--- src/rtl/uart_rx_param_if.sv ---
// Processor-side bus of the serial receiver: read strobe in, head-of-FIFO entry and status out.
// The receiver takes the slave modport; the reading agent takes the master modport.
interface uart_rx_param_if #(
  parameter int DATA_BITS  = 8,
  parameter int FIFO_DEPTH = 4
);
  logic                          rec_enable;
  logic [DATA_BITS-1:0]          data;
  logic                          rda;
  logic                          parity_err;
  logic                          frame_err;
  logic                          overrun;
  logic [$clog2(FIFO_DEPTH):0]   fifo_count;

  modport master (
    output rec_enable,
    input  data, rda, parity_err, frame_err, overrun, fifo_count
  );

  modport slave (
    input  rec_enable,
    output data, rda, parity_err, frame_err, overrun, fifo_count
  );
endinterface

--- src/rtl/uart_rx_param.sv ---
// Oversampling majority-vote serial receiver with a show-ahead frame FIFO.
// Frame lands in the FIFO on the final stop-bit decision cycle; a push into a full FIFO without a pop is dropped and flagged as overrun.
module uart_rx_param #(
  parameter int DATA_BITS  = 8,
  parameter int OVERSAMPLE = 16,
  parameter int PARITY     = 0,
  parameter int STOP_BITS  = 1,
  parameter int FIFO_DEPTH = 4
) (
  input  logic             clk,
  input  logic             rst,
  input  logic             r_enable,
  input  logic             rxd,
  uart_rx_param_if.slave   bus
);
  localparam int CW = $clog2(OVERSAMPLE + 1);
  localparam int IW = 4;
  localparam int PW = $clog2(FIFO_DEPTH);
  localparam int NW = PW + 1;

  localparam logic [2:0] S_IDLE  = 3'd0;
  localparam logic [2:0] S_START = 3'd1;
  localparam logic [2:0] S_DATA  = 3'd2;
  localparam logic [2:0] S_PAR   = 3'd3;
  localparam logic [2:0] S_STOP  = 3'd4;

  localparam logic [IW-1:0] LAST_DATA = IW'(DATA_BITS - 1);
  localparam logic [IW-1:0] LAST_STOP = IW'(STOP_BITS - 1);

  typedef struct packed {
    logic [DATA_BITS-1:0] dat;
    logic                 perr;
    logic                 ferr;
  } entry_t;

  logic sync1_q, sync2_q;

  always_ff @(posedge clk) begin
    if (rst) begin
      sync1_q <= 1'b1;
      sync2_q <= 1'b1;
    end else begin
      sync1_q <= rxd;
      sync2_q <= sync1_q;
    end
  end

  logic [2:0]           state_q, state_d;
  logic [CW-1:0]        scnt_q, scnt_d, zcnt_q, zcnt_d;
  logic [IW-1:0]        idx_q, idx_d;
  logic [DATA_BITS-1:0] shreg_q, shreg_d;
  logic                 perr_q, perr_d, ferr_q, ferr_d;
  logic                 decide, bit_val, par_x, push;
  entry_t               new_e;

  // Decision cycle follows the pulse that brought the count to OVERSAMPLE.
  assign decide  = (state_q != S_IDLE) && (scnt_q == CW'(OVERSAMPLE));
  assign bit_val = !(zcnt_q > CW'(OVERSAMPLE / 2));
  assign par_x   = ^{shreg_q, bit_val};

  always_comb begin
    state_d = state_q;
    scnt_d  = scnt_q;
    zcnt_d  = zcnt_q;
    idx_d   = idx_q;
    shreg_d = shreg_q;
    perr_d  = perr_q;
    ferr_d  = ferr_q;
    push    = 1'b0;
    if (state_q == S_IDLE) begin
      if (r_enable && !sync2_q) begin
        scnt_d  = CW'(1);
        zcnt_d  = CW'(1);
        state_d = S_START;
      end
    end else if (decide) begin
      scnt_d = '0;
      zcnt_d = '0;
      case (state_q)
        S_START: begin
          if (!bit_val) begin
            state_d = S_DATA;
            idx_d   = '0;
            shreg_d = '0;
            perr_d  = 1'b0;
            ferr_d  = 1'b0;
          end else begin
            state_d = S_IDLE;
          end
        end
        S_DATA: begin
          shreg_d = {bit_val, shreg_q[DATA_BITS-1:1]};
          if (idx_q == LAST_DATA) begin
            idx_d   = '0;
            state_d = (PARITY != 0) ? S_PAR : S_STOP;
          end else begin
            idx_d = idx_q + IW'(1);
          end
        end
        S_PAR: begin
          perr_d  = (PARITY == 1) ? par_x : !par_x;
          state_d = S_STOP;
        end
        S_STOP: begin
          if (!bit_val) ferr_d = 1'b1;
          if (idx_q == LAST_STOP) begin
            push    = 1'b1;
            idx_d   = '0;
            state_d = S_IDLE;
          end else begin
            idx_d = idx_q + IW'(1);
          end
        end
        default: state_d = S_IDLE;
      endcase
    end else if (r_enable) begin
      scnt_d = scnt_q + CW'(1);
      zcnt_d = zcnt_q + CW'(!sync2_q);
    end
  end

  always_ff @(posedge clk) begin
    if (rst) begin
      state_q <= S_IDLE;
      scnt_q  <= '0;
      zcnt_q  <= '0;
      idx_q   <= '0;
      shreg_q <= '0;
      perr_q  <= 1'b0;
      ferr_q  <= 1'b0;
    end else begin
      state_q <= state_d;
      scnt_q  <= scnt_d;
      zcnt_q  <= zcnt_d;
      idx_q   <= idx_d;
      shreg_q <= shreg_d;
      perr_q  <= perr_d;
      ferr_q  <= ferr_d;
    end
  end

  // The last stop bit's own verdict is folded in here, not in ferr_q.
  assign new_e = '{dat: shreg_q, perr: perr_q, ferr: ferr_q | !bit_val};

  entry_t          mem_q [FIFO_DEPTH];
  entry_t          head_q, head_d;
  logic [PW-1:0]   wr_q, rd_q, rd_d;
  logic [NW-1:0]   cnt_q, cnt_d;
  logic            overrun_q, overrun_d;
  logic            pop, full, push_acc;

  assign pop      = bus.rec_enable && (cnt_q != '0);
  assign full     = (cnt_q == NW'(FIFO_DEPTH));
  assign push_acc = push && (!full || pop);

  always_comb begin
    rd_d      = rd_q + PW'(pop);
    cnt_d     = cnt_q + NW'(push_acc) - NW'(pop);
    head_d    = head_q;
    overrun_d = overrun_q;
    // Head register holds its last value once the FIFO drains.
    if (cnt_d != '0) begin
      if (push_acc && (wr_q == rd_d)) head_d = new_e;
      else                            head_d = mem_q[rd_d];
    end
    if (pop)                   overrun_d = 1'b0;
    if (push && full && !pop)  overrun_d = 1'b1;
  end

  always_ff @(posedge clk) begin
    if (push_acc) mem_q[wr_q] <= new_e;
  end

  always_ff @(posedge clk) begin
    if (rst) begin
      wr_q      <= '0;
      rd_q      <= '0;
      cnt_q     <= '0;
      head_q    <= '0;
      overrun_q <= 1'b0;
    end else begin
      wr_q      <= wr_q + PW'(push_acc);
      rd_q      <= rd_d;
      cnt_q     <= cnt_d;
      head_q    <= head_d;
      overrun_q <= overrun_d;
    end
  end

  assign bus.data       = head_q.dat;
  assign bus.parity_err = head_q.perr;
  assign bus.frame_err  = head_q.ferr;
  assign bus.rda        = (cnt_q != '0);
  assign bus.overrun    = overrun_q;
  assign bus.fifo_count = cnt_q;
endmodule

--- src/flat_wrapper.sv ---
// flat-port wrapper written by rule: the top's interface ports become plain ports
module uart_rx_param_flat 
#(
  parameter int DATA_BITS  = 8,
  parameter int OVERSAMPLE = 16,
  parameter int PARITY     = 0,
  parameter int STOP_BITS  = 1,
  parameter int FIFO_DEPTH = 4
)
  (clk, rst, r_enable, rxd, bus_rec_enable, bus_data, bus_rda, bus_parity_err, bus_frame_err, bus_overrun, bus_fifo_count);
  uart_rx_param_if #(.DATA_BITS(DATA_BITS), .FIFO_DEPTH(FIFO_DEPTH)) bus_i ();
  input  logic clk;
  input  logic rst;
  input  logic r_enable;
  input  logic rxd;
  input wire logic [$bits(bus_i.rec_enable)-1:0] bus_rec_enable;
  output wire logic [$bits(bus_i.data)-1:0] bus_data;
  output wire logic [$bits(bus_i.rda)-1:0] bus_rda;
  output wire logic [$bits(bus_i.parity_err)-1:0] bus_parity_err;
  output wire logic [$bits(bus_i.frame_err)-1:0] bus_frame_err;
  output wire logic [$bits(bus_i.overrun)-1:0] bus_overrun;
  output wire logic [$bits(bus_i.fifo_count)-1:0] bus_fifo_count;
  assign bus_i.rec_enable = bus_rec_enable;
  assign bus_data = bus_i.data;
  assign bus_rda = bus_i.rda;
  assign bus_parity_err = bus_i.parity_err;
  assign bus_frame_err = bus_i.frame_err;
  assign bus_overrun = bus_i.overrun;
  assign bus_fifo_count = bus_i.fifo_count;
  uart_rx_param #(.DATA_BITS(DATA_BITS), .OVERSAMPLE(OVERSAMPLE), .PARITY(PARITY), .STOP_BITS(STOP_BITS), .FIFO_DEPTH(FIFO_DEPTH)) u_core (.clk(clk), .rst(rst), .r_enable(r_enable), .rxd(rxd), .bus(bus_i));
endmodule
--- config.mk ---
export PLATFORM = sky130hd
export DESIGN_NAME = uart_rx_param_flat
export DESIGN_NICKNAME = d
export VERILOG_FILES = /design/src/rtl/uart_rx_param_if.sv /design/src/rtl/uart_rx_param.sv /design/src/flat_wrapper.sv
export SDC_FILE = /design/constraint.sdc
export NUM_CORES = 1
export LEC_CHECK = 0
export BUFFER_PORTS_ARGS = -buffer_cell sky130_fd_sc_hd__buf_4
export CORE_MARGIN = 2
export CORE_UTILIZATION = 45
export CTS_CLUSTER_SIZE = 16
export DETAILED_ROUTE_END_ITERATION = 10
export PLACE_DENSITY = 0.69
export SLEW_MARGIN = 20
export SYNTH_ARGS = -nofsm -noshare
export SYNTH_HDL_FRONTEND = slang
export SYNTH_SLANG_ARGS = --single-unit
--- constraint.sdc ---
create_clock -name clk -period 5.5 [get_ports clk]
set_input_delay 0.55 -clock clk [delete_from_list [all_inputs] [get_ports clk]]
set_output_delay 0.55 -clock clk [all_outputs]
set_load 0.03 [all_outputs]
Word-level counts from Yosys, hierarchy flattened
Memory sizes are Yosys's and may differ from the RTL's. A register that Yosys moved wholly into a read port is not among the register bits.
Index checks and enable logic that the tools add are counted.
{ "totals": {"in_bits": 5, "ramBits": 40, "output_inout_bits": 15, "word_cells": 99, "mem_count": 1, "register_bits": 37} }
{ "memory_table": {"columns": ["memory", "depth", "word_bits", "read_ports", "rd_clocked_by_memory_dff", "write_ports", "line_no", "text"], "rows": [
  ["u_core.mem_q", 4, 10, 1, 1, 1, "uart_rx_param.sv:145", "entry_t mem_q [FIFO_DEPTH];"]
]} }
{ "op_classes": {"n_reduce_logical": 31, "add_sub_neg": 7, "bitwise": 2, "magnitude_cmp": 1, "n_eq_ne": 12, "mux": 32} }
{ "ops": {"columns": ["operator", "count"], "rows": [
  ["2-to-1 mux 5 bit", 7],
  ["case mux 8 bit (2 select lines)", 1],
  ["AND reduction 4 bit", 4],
  ["2-to-1 mux 3 bit", 5],
  ["nonzero test 3 bit", 5],
  ["2-to-1 mux 4 bit", 3],
  ["case mux 3 bit (4 select lines)", 1],
  ["case mux 4 bit (3 select lines)", 1],
  ["2-to-1 mux 1 bit", 10],
  ["nonzero test 2 bit", 5],
  ["XOR reduction 9 bit", 1],
  ["2-to-1 mux 8 bit", 1],
  ["== test 3 x 2 -> 1 bit, second input constant", 2],
  ["== test 3 bit, second input constant", 2],
  ["logical AND 1 bit", 6],
  ["inequality test 3 x 1 -> 1 bit, second input constant", 2],
  ["adder 5 x 1 -> 5 bit", 1],
  ["adder 5 x 1 -> 5 bit, second input constant", 1],
  ["== test 5 bit, second input constant", 1],
  ["greater-than comparator 5 x 4 -> 1 bit, second input constant", 1],
  ["zero test 1 bit", 5],
  ["AND reduction 5 bit", 1],
  ["adder 2 x 1 -> 2 bit", 2],
  ["adder 4 x 1 -> 4 bit, second input constant", 1],
  ["14 further kinds", 16]
]} }

Depth between registers and ports, before layout
{ "depth": {"word_depth": 9, "mapped_depth": 14, "ltp_nobuf": 12} }

Least setup slack after synthesis
Ideal clock, no wire load.
{ "synth_path": {"kind": "reg-to-reg", "from": "register u_core.cnt_q[1], in the netlist u_core.bus.fifo_count[1]", "to": "register, netlist name u_core.bus.data[0]", "arrival_ps": 3109, "path_stages_with_launch": 12, "period_less_slack_ps": 3169, "setup_ps": 60, "t_required_ps": 5440, "n_path_buf": 0, "slack_ps": 2331, "path_cell_list": "dfxtp_1 or3_1 nand2_1 inv_1 ha_1 inv_1 ha_1 fa_1 xor3_1 a21oi_1 nor4b_4 a221o_1"} }
{ "synth_between": {"elab_chain_cells": 7, "word_cells_on_any_way": 10, "classes_between": "add/sub (3); eq/ne (1); reduce/logical (6)"} }
{ "synth_rtl": {"columns": ["item", "line_no", "text"], "rows": [
  ["start: declaration", "uart_rx_param.sv:148", "logic [NW-1:0] cnt_q, cnt_d;"],
  ["start signal: assignment", "uart_rx_param.sv:184", "cnt_q <= cnt_d;"],
  ["nonzero test 3 bit (*)", null, null],
  ["net bus_rda", "flat_wrapper.sv:18", "output wire logic [$bits(bus_i.rda)-1:0] bus_rda;"],
  ["logical AND 1 bit (*)", "uart_rx_param.sv:152", "assign pop = bus.rec_enable && (cnt_q != '0);"],
  ["logical OR 1 bit", "uart_rx_param.sv:154", "assign push_acc = push && (!full || pop);"],
  ["logical AND 1 bit", "uart_rx_param.sv:154", null],
  ["adder 3 x 1 -> 3 bit", "uart_rx_param.sv:158", "cnt_d = cnt_q + NW'(push_acc) - NW'(pop);"],
  ["subtractor 3 x 1 -> 3 bit", "uart_rx_param.sv:158", null],
  ["nonzero test 3 bit", "uart_rx_param.sv:162", "if (cnt_d != '0) begin"]
]} }
The timed path passes the listed nets; every way through them passes the cells marked *.
A chain may end at the register's enable or synchronous reset.

Worst setup path in the final report
{ "layout_path": {"from": "register u_core.scnt_q[0]", "to": "register, netlist name u_core.bus.data[3]"} }
{ "layout_between": {"elab_chain_cells": 8} }
{ "layout_rtl": {"columns": ["item", "line_no", "text"], "rows": [
  ["start: declaration", "uart_rx_param.sv:49", "logic [CW-1:0] scnt_q, scnt_d, zcnt_q, zcnt_d;"],
  ["start signal: assignment", "uart_rx_param.sv:133", "scnt_q <= scnt_d;"],
  ["== test 5 bit", "uart_rx_param.sv:57", "assign decide = (state_q != S_IDLE) && (scnt_q == CW'(OVERSAMPLE));"],
  ["logical AND 1 bit", "uart_rx_param.sv:57", null],
  ["2-to-1 mux 1 bit", "uart_rx_param.sv:76", "end else if (decide) begin"],
  ["2-to-1 mux 1 bit", "uart_rx_param.sv:70", "if (state_q == S_IDLE) begin"],
  ["logical AND 1 bit", "uart_rx_param.sv:154", null],
  ["adder 3 x 1 -> 3 bit", "uart_rx_param.sv:158", null],
  ["subtractor 3 x 1 -> 3 bit", "uart_rx_param.sv:158", null],
  ["nonzero test 3 bit", "uart_rx_param.sv:162", null]
]} }
Every way passes these cells.

==> summary.md <==
| Metric | Value |
|---|---|
| Status | `completed` |
| Drt pass-1 iters | `4` |
| Post-cts sizing count | `0` |
| Prevailing post-synth register cell | `dfxtp_1` |
| Die width | `95.7 um` |
| Top cells by area, synth | `edfxtp_1, dfxtp_1, mux4_2, ha_1, nor2b_1` |
| Final clock skew | `7.88 ps` |
| Synth Instances | `311` |
| Htree depth | `3` |
| Vias in the first global route | `2311` |
| GRT Total Usage | `0.170` |
| Final net count | `346` |
| Setup WS pre-CTS | `1670 ps` |
| Max-slew violations | `0` |
| Unique masters post-synth | `52` |
| Leak | `1.58 nW` |
| Worst-Skew Late Latency | `350 ps` |
| HP Class | `in2reg` |
| Initial antenna violation count | `0` |
| Num Clock Sinks | `87` |
| CTS tree | `built` |
| Top Ports | `20` |
| Total Wirelength | `7060 um` |
| Cell taking the most area after synthesis | `edfxtp_1` |
| Drt via density | `5.50` |
| Worst setup EP type | `register` |
| Synthesized cell area | `0.00379 mm^2` |
| Syn nets | `between 300 and 400` |
| Synth Area per Inst | `roughly 12 um^2` |
| Hold Path Cell Cnt | `2` |
| Max Fanout on Critical Path | `16` |
| First-pass GRT wire length | `approximately 12000 um` |
| PwrDens | `275 mW/mm^2` |
| Ys async rst share | `0` |
| Remaining Overflow, GRT | `0` |
| Share of layout cells above drive strength 1 | `0.179` |
| Max Freq | `259 MHz` |
| Reg clk slew, reported paths | `90 ps` |
| Crit path arrival time | `4150 ps` |
| Starting density of the core | `0.463` |
| Final worst path period share | `0.701` |
| CTS root buf | `clkbuf_8` |
| Ant. Diodes | `0` |
| Syn-to-layout area delta | `11.7%` |
| Routed Antenna Nets | `0` |
| Deepest clock path buffer count | `2` |
| Sequential fraction of the synthesis area | `0.566` |
| Via count | `between 2000 and 2500` |
| DRC violations left | `0` |
| Final Critical Period | `3860 ps` |
| Core area | `0.00818 mm^2` |
| Slew HR | `0.265` |
| Die area | `0.00917 mm^2` |
| Routed length per placed instance | `16.1 um` |
| Hold buffers post-CTS | `0` |
| Final hold vios | `0` |
| Setup tns final | `0 ps` |
| # setup viols final | `0` |
| Largest net degree at the start of global routing | `39` |
| Detailed Place HPWL | `4660 um` |
| Rows | `33` |
| Startpoint types | `register` |
| Reg2reg path depth | `11` |
| Setup WS post-layout | `1640 ps` |
| TritonCTS Buffers | `9` |
| Post-CTS Repair Setup Buffers | `0` |
| Post-synth EDFFs | `40` |
| Die height | `95.7 um` |
| Crit Path Class | `reg2reg` |
| Max IR drop VDD | `about 0.14 mV` |
| IO Port Bufs | `19` |
| MaxCap Viol Count | `0` |
| Share of the synthesized area in the top cell type | `0.317` |
| Initial DRC Count | `95` |
| Filler Cells Inserted | `717` |
| Setup repair after global routing missed its margin | `false` |
| CP required | `5800 ps` |
| Synth Warn # | `0` |
| Worst Tran Pin Value | `1100 ps` |
| GP Congestion | `0.729` |
| #FFs+latches synth | `87` |
==> critical path: stages, from the launching register on <==
cell and delay [ps]:
dfxtp_1 340, inv_1 80, ha_1 170, nand4bb_1 520, or4_4 770, inv_1 140
ha_1 180, fa_1 180, xor3_1 260, a21oi_1 280, nor4b_4 620, a221o_1 250
==> flip-flops by register name (all words and copies together), names as in the netlist, 2 cells and up <==
| signal | flops |
|---|---|
| u_core.bus.data | 8 |
| u_core.bus.fifo_count | 3 |
| u_core.idx_q | 4 |
| u_core.mem_q | 40 |
| u_core.rd_q | 2 |
| u_core.scnt_q | 5 |
| u_core.shreg_q | 8 |
| u_core.state_q | 3 |
| u_core.wr_q | 2 |
| u_core.zcnt_q | 5 |
==> path summary, 6_finish.rpt <==
check / slack, ps / start / end
setup reg to reg: 1640 / u_core.scnt_q[0] / u_core.bus.data[3]
hold / removal: 380 / rxd / u_core.sync1_q
setup / recovery: 1640 / u_core.scnt_q[0] / u_core.bus.data[3]
hold reg to reg: 420 / u_core.sync1_q / u_core.sync2_q
==> layout by cell type, fill, tap and decap left out, drive strengths merged, types with 5 or more instances in the layout <==
| cell | Yosys | routed |
|---|---|---|
| dfxtp | 47 | 47 |
| edfxtp | 40 | 40 |
| nor2 | 27 | 27 |
| buf | 3 | 21 |
| inv | 15 | 18 |
| nor2b | 17 | 17 |
| nand2 | 12 | 12 |
| a21oi | 12 | 12 |
| mux4 | 10 | 10 |
| a221o | 10 | 10 |
| ha | 10 | 10 |
| xor2 | 9 | 9 |
| clkbuf | 10 | 9 |
| nor3 | 9 | 9 |
| xnor2 | 8 | 8 |
| nand2b | 8 | 8 |
| o22ai | 6 | 6 |
| nand4 | 5 | 5 |
==> kinds of logic (layout without fill, tap and decap cells) <==
family          count (synthesis)  in the layout  synth area share
simple gates                  104            104             0.154
xor+xnor                       18             18            0.0456
compound gates                 51             51             0.102
flops                          87             87             0.566
buf+inv                        28             52            0.0297
mux                            12             12            0.0648
fa+ha+maj                      11             11            0.0383
==> per-layer routing <==
layer / vias to the layer above / wire length [um] / track usage / share of wire
met2: 33 / 3480 / 0.279 / 0.49
met4: 0 / 74 / 0.0631 / 0.010
li1: 1186 / - / - / -
met1: 1193 / 3350 / 0.225 / 0.47
met5: - / 0 / 0 / 0
met3: 9 / 165 / 0.0329 / 0.023
==> Yosys cell counts, types with 2 or more instances <==
cell       number
nor3_1          9
a31oi_1         2
nor4b_1         2
nor2b_1        17
or3_1           4
dfxtp_1        47
inv_1          15
nor2_1         27
mux4_2         10
o21ai_0         3
a2bb2oi_1       2
xor2_1          9
nand2_1        12
or3b_2          2
or2_2           4
xnor2_1         8
nand4_1         5
a21oi_1        12
buf_1           2
ha_1           10
a221o_1        10
mux2i_1         2
o32ai_1         2
nand2b_1        8
nor4_1          3
clkbuf_1       10
a211oi_1        2
nor3b_1         2
edfxtp_1       40
nand3_1         3
o22ai_1         6
==> power by group <==
| group | leakage (nW) | switching, mW | total [mW] | internal (mW) |
|---|---|---|---|---|
| Clock | 0.102 | 0.242 | 0.458 | 0.216 |
| Sequential | 0.783 | 0.00400 | 0.678 | 0.674 |
| Combinational | 0.697 | 0.0146 | 0.0246 | 0.0100 |
==> area by class of cell <==
type	count	area, um^2	area share
flip-flops and latches	87	2140	0.507
multi-input cells	196	1540	0.364
repair buffers	21	158	0.0373
well taps	105	131	0.0311
clock buffers	9	124	0.0293
clock inverters	7	80.1	0.0189
inverters	15	56.3	0.0133
==> stage by stage <==
step | hold slack, ps | total power, mW | util | instance area [um^2] | instances
floorplan | 389 | 0.711 | - | 3790 | 311
global placement | 392 | 0.717 | 0.492 | 4030 | 424
detailed placement | 400 | 0.718 | 0.492 | 4030 | 424
CTS | 365 | 1.17 | 0.517 | 4230 | 440
global route | 364 | 1.21 | 0.517 | 4230 | 440
finish | 383 | 1.16 | 0.517 | 4230 | 440
Note: power is estimated with default switching activity, not from simulation.
